<file path="src/rtl/denoise_stream.sv">
// 3-tap horizontal denoise (bypass / median-of-3 / 1-2-1 mean) on a channel-serial pixel stream.
// Edge pixels are replicated so every input pixel produces exactly one output pixel.
module denoise_stream #(
  parameter int DATA_W = 8,
  parameter int CH     = 3
) (
  input  logic              clk,
  input  logic              rst,
  input  logic [DATA_W-1:0] pixel_in,
  input  logic              valid_in,
  input  logic [2:0]        color_in,
  input  logic              last_in,
  input  logic [1:0]        mode_in,
  output logic              in_ready,
  output logic [DATA_W-1:0] pixel_out,
  output logic              valid_out,
  output logic [2:0]        color_out,
  output logic              last_out,
  output logic              err,
  output logic [1:0]        state_dbg
);

  typedef enum logic [1:0] {IDLE = 2'd0, FILL = 2'd1, RUN = 2'd2, FLUSH = 2'd3} state_e;

  localparam int              CW      = (CH > 1) ? $clog2(CH) : 1;
  localparam logic [2:0]      VOID    = 3'(CH);
  localparam logic [CW-1:0]   CH_LAST = CW'(CH - 1);

  state_e            state_q;
  logic [CW-1:0]     ch_q;
  logic [1:0]        mode_q;
  logic              last_any_q, last_all_q;
  logic [DATA_W-1:0] prv_q [CH];
  logic [DATA_W-1:0] cur_q [CH];
  logic [DATA_W-1:0] pixel_out_q;
  logic              valid_out_q, last_out_q, err_q;
  logic [2:0]        color_out_q;

  function automatic logic [DATA_W-1:0] filt(input logic [1:0] m, input logic [DATA_W-1:0] a,
                                             input logic [DATA_W-1:0] b, input logic [DATA_W-1:0] c);
    logic [DATA_W-1:0] lo, hi;
    logic [DATA_W+1:0] sum;
    lo  = (a < b) ? a : b;
    hi  = (a < b) ? b : a;
    sum = {2'b00, a} + {1'b0, b, 1'b0} + {2'b00, c} + (DATA_W+2)'(2);
    case (m)
      2'b01:   filt = (c < lo) ? lo : ((c > hi) ? hi : c);
      2'b10:   filt = sum[DATA_W+1:2];
      default: filt = b;
    endcase
  endfunction

  // Handshake: a sample is taken on a rising edge when valid_in & in_ready and color_in
  // names the next expected channel; VOID codes are ignored, anything else is an error.
  logic              is_chan, hit, in_order, acc, bad, end_px, last_any_d, last_all_d, last_bad;
  logic [DATA_W-1:0] win_prv, win_cur, win_nxt, pix_d;

  always_comb begin
    in_ready   = (state_q != FLUSH);
    is_chan    = (color_in < VOID);
    hit        = valid_in & in_ready & is_chan;
    in_order   = (color_in == 3'(ch_q));
    acc        = hit & in_order;
    bad        = (valid_in & ~in_ready) | (hit & ~in_order);
    end_px     = acc & (ch_q == CH_LAST);
    last_any_d = last_any_q | last_in;
    last_all_d = last_all_q & last_in;
    last_bad   = end_px & (last_any_d != last_all_d);
    win_prv    = prv_q[ch_q];
    win_cur    = cur_q[ch_q];
    // The final pixel has no right neighbour, so it is mirrored from cur.
    win_nxt    = (state_q == FLUSH) ? win_cur : pixel_in;
    pix_d      = filt(mode_q, win_prv, win_cur, win_nxt);
  end

  always_ff @(posedge clk or negedge rst) begin
    if (!rst) begin
      state_q     <= IDLE;
      ch_q        <= '0;
      mode_q      <= 2'b00;
      last_any_q  <= 1'b0;
      last_all_q  <= 1'b1;
      pixel_out_q <= '0;
      valid_out_q <= 1'b0;
      last_out_q  <= 1'b0;
      color_out_q <= VOID;
      err_q       <= 1'b0;
      for (int i = 0; i < CH; i++) begin
        prv_q[i] <= '0;
        cur_q[i] <= '0;
      end
    end else begin
      valid_out_q <= 1'b0;
      last_out_q  <= 1'b0;
      color_out_q <= VOID;
      if (bad || last_bad) err_q <= 1'b1;
      if (acc) begin
        last_any_q <= end_px ? 1'b0 : last_any_d;
        last_all_q <= end_px ? 1'b1 : last_all_d;
      end
      case (state_q)
        IDLE, FILL: begin
          if (acc) begin
            prv_q[ch_q] <= pixel_in;
            cur_q[ch_q] <= pixel_in;
            if (state_q == IDLE) mode_q <= mode_in;
            if (ch_q == CH_LAST) begin
              ch_q    <= '0;
              state_q <= last_in ? FLUSH : RUN;
            end else begin
              ch_q    <= ch_q + CW'(1);
              state_q <= FILL;
            end
          end
        end
        RUN: begin
          if (acc) begin
            pixel_out_q <= pix_d;
            valid_out_q <= 1'b1;
            color_out_q <= 3'(ch_q);
            prv_q[ch_q] <= cur_q[ch_q];
            cur_q[ch_q] <= pixel_in;
            if (ch_q == CH_LAST) begin
              ch_q <= '0;
              if (last_in) state_q <= FLUSH;
            end else begin
              ch_q <= ch_q + CW'(1);
            end
          end
        end
        FLUSH: begin
          pixel_out_q <= pix_d;
          valid_out_q <= 1'b1;
          last_out_q  <= 1'b1;
          color_out_q <= 3'(ch_q);
          if (ch_q == CH_LAST) begin
            ch_q    <= '0;
            state_q <= IDLE;
          end else begin
            ch_q <= ch_q + CW'(1);
          end
        end
        default: state_q <= IDLE;
      endcase
    end
  end

  assign pixel_out = pixel_out_q;
  assign valid_out = valid_out_q;
  assign color_out = color_out_q;
  assign last_out  = last_out_q;
  assign err       = err_q;
  assign state_dbg = state_q;

endmodule

</file>
<file path="config.mk">
export PLATFORM = sky130hd
export DESIGN_NAME = denoise_stream
export DESIGN_NICKNAME = d
export VERILOG_FILES = /design/src/rtl/denoise_stream.sv
export SDC_FILE = /design/constraint.sdc
export NUM_CORES = 1
export LEC_CHECK = 0
export CORE_ASPECT_RATIO = 0.5
export CORE_MARGIN = 1
export CORE_UTILIZATION = 54
export DETAILED_ROUTE_END_ITERATION = 10
export PLACE_DENSITY = 0.77
export SETUP_SLACK_MARGIN = 0.3
export SLEW_MARGIN = 20
export SYNTH_ARGS = -nofsm -noshare
export SYNTH_HDL_FRONTEND = slang
export SYNTH_SLANG_ARGS = --single-unit
export TNS_END_PERCENT = 1
</file>
<file path="constraint.sdc">
create_clock -name clk -period 5 [get_ports clk]
set_input_delay 0.5 -clock clk [delete_from_list [all_inputs] [get_ports clk]]
set_output_delay 0.5 -clock clk [all_outputs]
set_load 0.01 [all_outputs]
</file>
==> results.ini <==
[timing]
min_period_ps=4491
fin_crit_sh_pct=89.83
hold_viol_final=0
slew_headroom_pct=36.68
fin_tns_setup_ps=0
drv_slew=0
clock.fmax_ghz=0.2227
finalSetupViolations=0
skew_ps=7.052
grt_setup_unrepaired=false
tightestPinTransition_ps=946.3

[global_route]
grt_pass1_vias=3833
grt_start_max_net_pins=70
grt-ovfl-total=0
grt_use_total_pct=28.76
grt_pass1_wl_um=19940
antenna_found_initial=0

[cells_and_area]
layout.nets=611
drive_gt1_share_pct=22.50
seqCellArea_sq_mm=0.001732
syn_to_final_growth_pct=20.14
fillers=617
antenna_cells=0
multi_input_area_sq_mm=0.002925

[setup_path]
r2r_slack_ps=510
r2r_start=ch_q[1]
r2r_end=pixel_out[2]
reg2reg_depth=20
cp.required_ps=5270
endpoint_kind=flop
cp-start-kind=flop
cp.arrival_ps=4760
path_max_fanout=17
crit_type=reg2reg

[drt]
topRoutingLayerUsed=met4
wl_met3_um=821
wl_um=12400
route.detailed.drc=0
wl_met2_um=5382
drt_iter0_drc=300
vias=4045
wl_per_cell_um=18.45
routed_via_density=6.019
wl_met1_um=6079
drtAntennaViolNets=0
dr.pass1.iters=5

[clock_network]
numCtsBuffers=9
cts_tree=done
clkSinkCount=69
cts_hold_buffers=0
clkLatencyLatePin_ps=340
root_buffer=clkbuf_16
cts_htree_levels=3
cts.path.max_buffers=2
clk_pin_slew_worst_paths_ps=60

[yosys]
synth-edff-count=0
synth_cell_type_count=68
synth_nets=559
yosysSeqAreaShare_pct=35.85
synth_area_per_cell_sq_um=9.597
yosys_most_used_dff=dfrtp_1
syn-cell-area_sq_mm=0.004827
yosysWarnings=0
synth_cells=503
synth.ff_latch_count=69
synth_async_sr_flop_share_pct=100.0

[placed_design]
dp_hpwl_um=8844
port_buffers=32
place.gp.congestion=0.9655

[floorplanning]
core_sq_mm=0.008317
die_h_um=68.86
die_area_sq_mm=0.009344
ios=34
row_count=23
die_width_um=135.7
start_util_pct=58.04

[status]
status=finished, final reports clean

[worst_hold_path]
holdCritPathClass=in2async

[job]
cap_violations=0

-- cells in the mapped netlist (8+ instances only) --
library cell  instances  area share [%]
a21o_1                8             1.2
a21oi_1              31             3.2
buf_2                 8            0.83
clkbuf_1             11            0.86
dfrtp_1              66              34
ha_1                 33             8.6
inv_1                24             1.9
mux2_1                9             2.1
mux2_2               40             9.3
mux2i_1              18             3.7
nand2_1              46             3.6
nand3_1              12             1.2
nor2_1               23             1.8
nor3_1                8            0.83
o21ai_0              50             5.2
o21ai_1               8            0.83
-- placed cells by master, fill, tap and decap left out, types with 6 or more instances in the layout --
master and n:
a21o_1 8, a21oi_1 29, buf_4 34, clkbuf_16 9
clkdlybuf4s50_1 31, dfrtp_1 65, fa_1 6, ha_1 33
inv_1 24, mux2_1 9, mux2_2 40, mux2i_1 18
nand2_1 46, nand3_1 12, nor2_1 22, nor3_1 8
o211ai_1 7, o21ai_0 45, o21ai_1 11
-- worst max path at each step --
stage	start	endpoint
finish	ch_q[1]	pixel_out[2]
global route	ch_q[1]	pixel_out[2]
CTS	ch_q[1]	pixel_out[5]
detailed placement	ch_q[1]	pixel_out[5]
global placement	ch_q[1]	pixel_out[6]
floorplan	ch_q[1]	pixel_out[2]
-- worst max-delay path: stages (launching register included) --
cell	delay, ps
dfrtp_2	460
buf_12	180
mux2i_1	220
nor2_1	90
a21oi_2	170
ha_1	270
a21oi_1	170
o21ai_1	130
a31oi_4	190
buf_4	160
nand2_4	120
nand2_1	100
o21ai_0	80
ha_1	310
a211oi_1	480
o2111ai_2	210
o211ai_4	430
buf_4	200
o211ai_1	100
a31o_1	240
o21ai_1	100
-- registers in the layout, summed over array words and instances, names as in the netlist --
name and cells:
last_all_q 1, last_any_q 1, cur_q 24, state_dbg 2, err 1, mode_q 2
last_out 1, pixel_out 8, prv_q 24, ch_q 2, valid_out 1, color_out 2
-- timing repair --
item | 4_1_cts | 5_1_grt
pin swaps | 0 | 2
setup buffers | 0 | 12
resized for setup | 2 | 21
endpoints found under the setup margin | 6 | 8
-- per-layer routing --
| metal | GRT usage (%) | up-vias |
|---|---|---|
| li1 | - | 1917 |
| met1 | 40.30 | 1973 |
| met2 | 44.52 | 142 |
| met3 | 7.018 | 13 |
| met4 | 7.865 | 0 |
| met5 | 0 | - |
-- layout make-up --
cell class | instances | area share [%]
Timing Repair Buffer | 68 | 10.44
Inverter | 28 | 1.834
Multi-Input combinational cell | 379 | 50.44
Tap cell | 112 | 2.416
Sequential cell | 69 | 29.86
Clock buffer | 10 | 4.121
Clock inverter | 6 | 0.8846
-- cells by family after synthesis --
family                   Yosys count  synth area share (%)
AO/OA/AOI/OAI                    144                 19.23
multiplexers                      68                 15.45
adder cells (fa/ha/maj)           39                 11.04
AND/OR/NAND/NOR                  121                 11.98
XOR/XNOR                           6                 1.089
other                              1               0.07769
buffers and inverters             55                 5.288
flip-flops                        69                 35.85
-- per-stage QoR --
step | hold WS (ps) | util [%] | instance area, sq um | setup slack, ps | cells
after floorplan | 204.4 | - | 4832 | 337.7 | 503
after global placement | 466.6 | 64.09 | 5330 | 320.4 | 644
after detailed placement | 475.0 | 64.09 | 5330 | 214.5 | 644
after CTS | 397.4 | 67.64 | 5625 | 315.0 | 660
after global routing | 441.3 | 69.73 | 5799 | 256.9 | 672
final | 338.9 | 69.73 | 5799 | 508.7 | 672
Power is not shown: default switching activity piles up to over one toggle a cycle in this logic, so the estimate is an artifact.
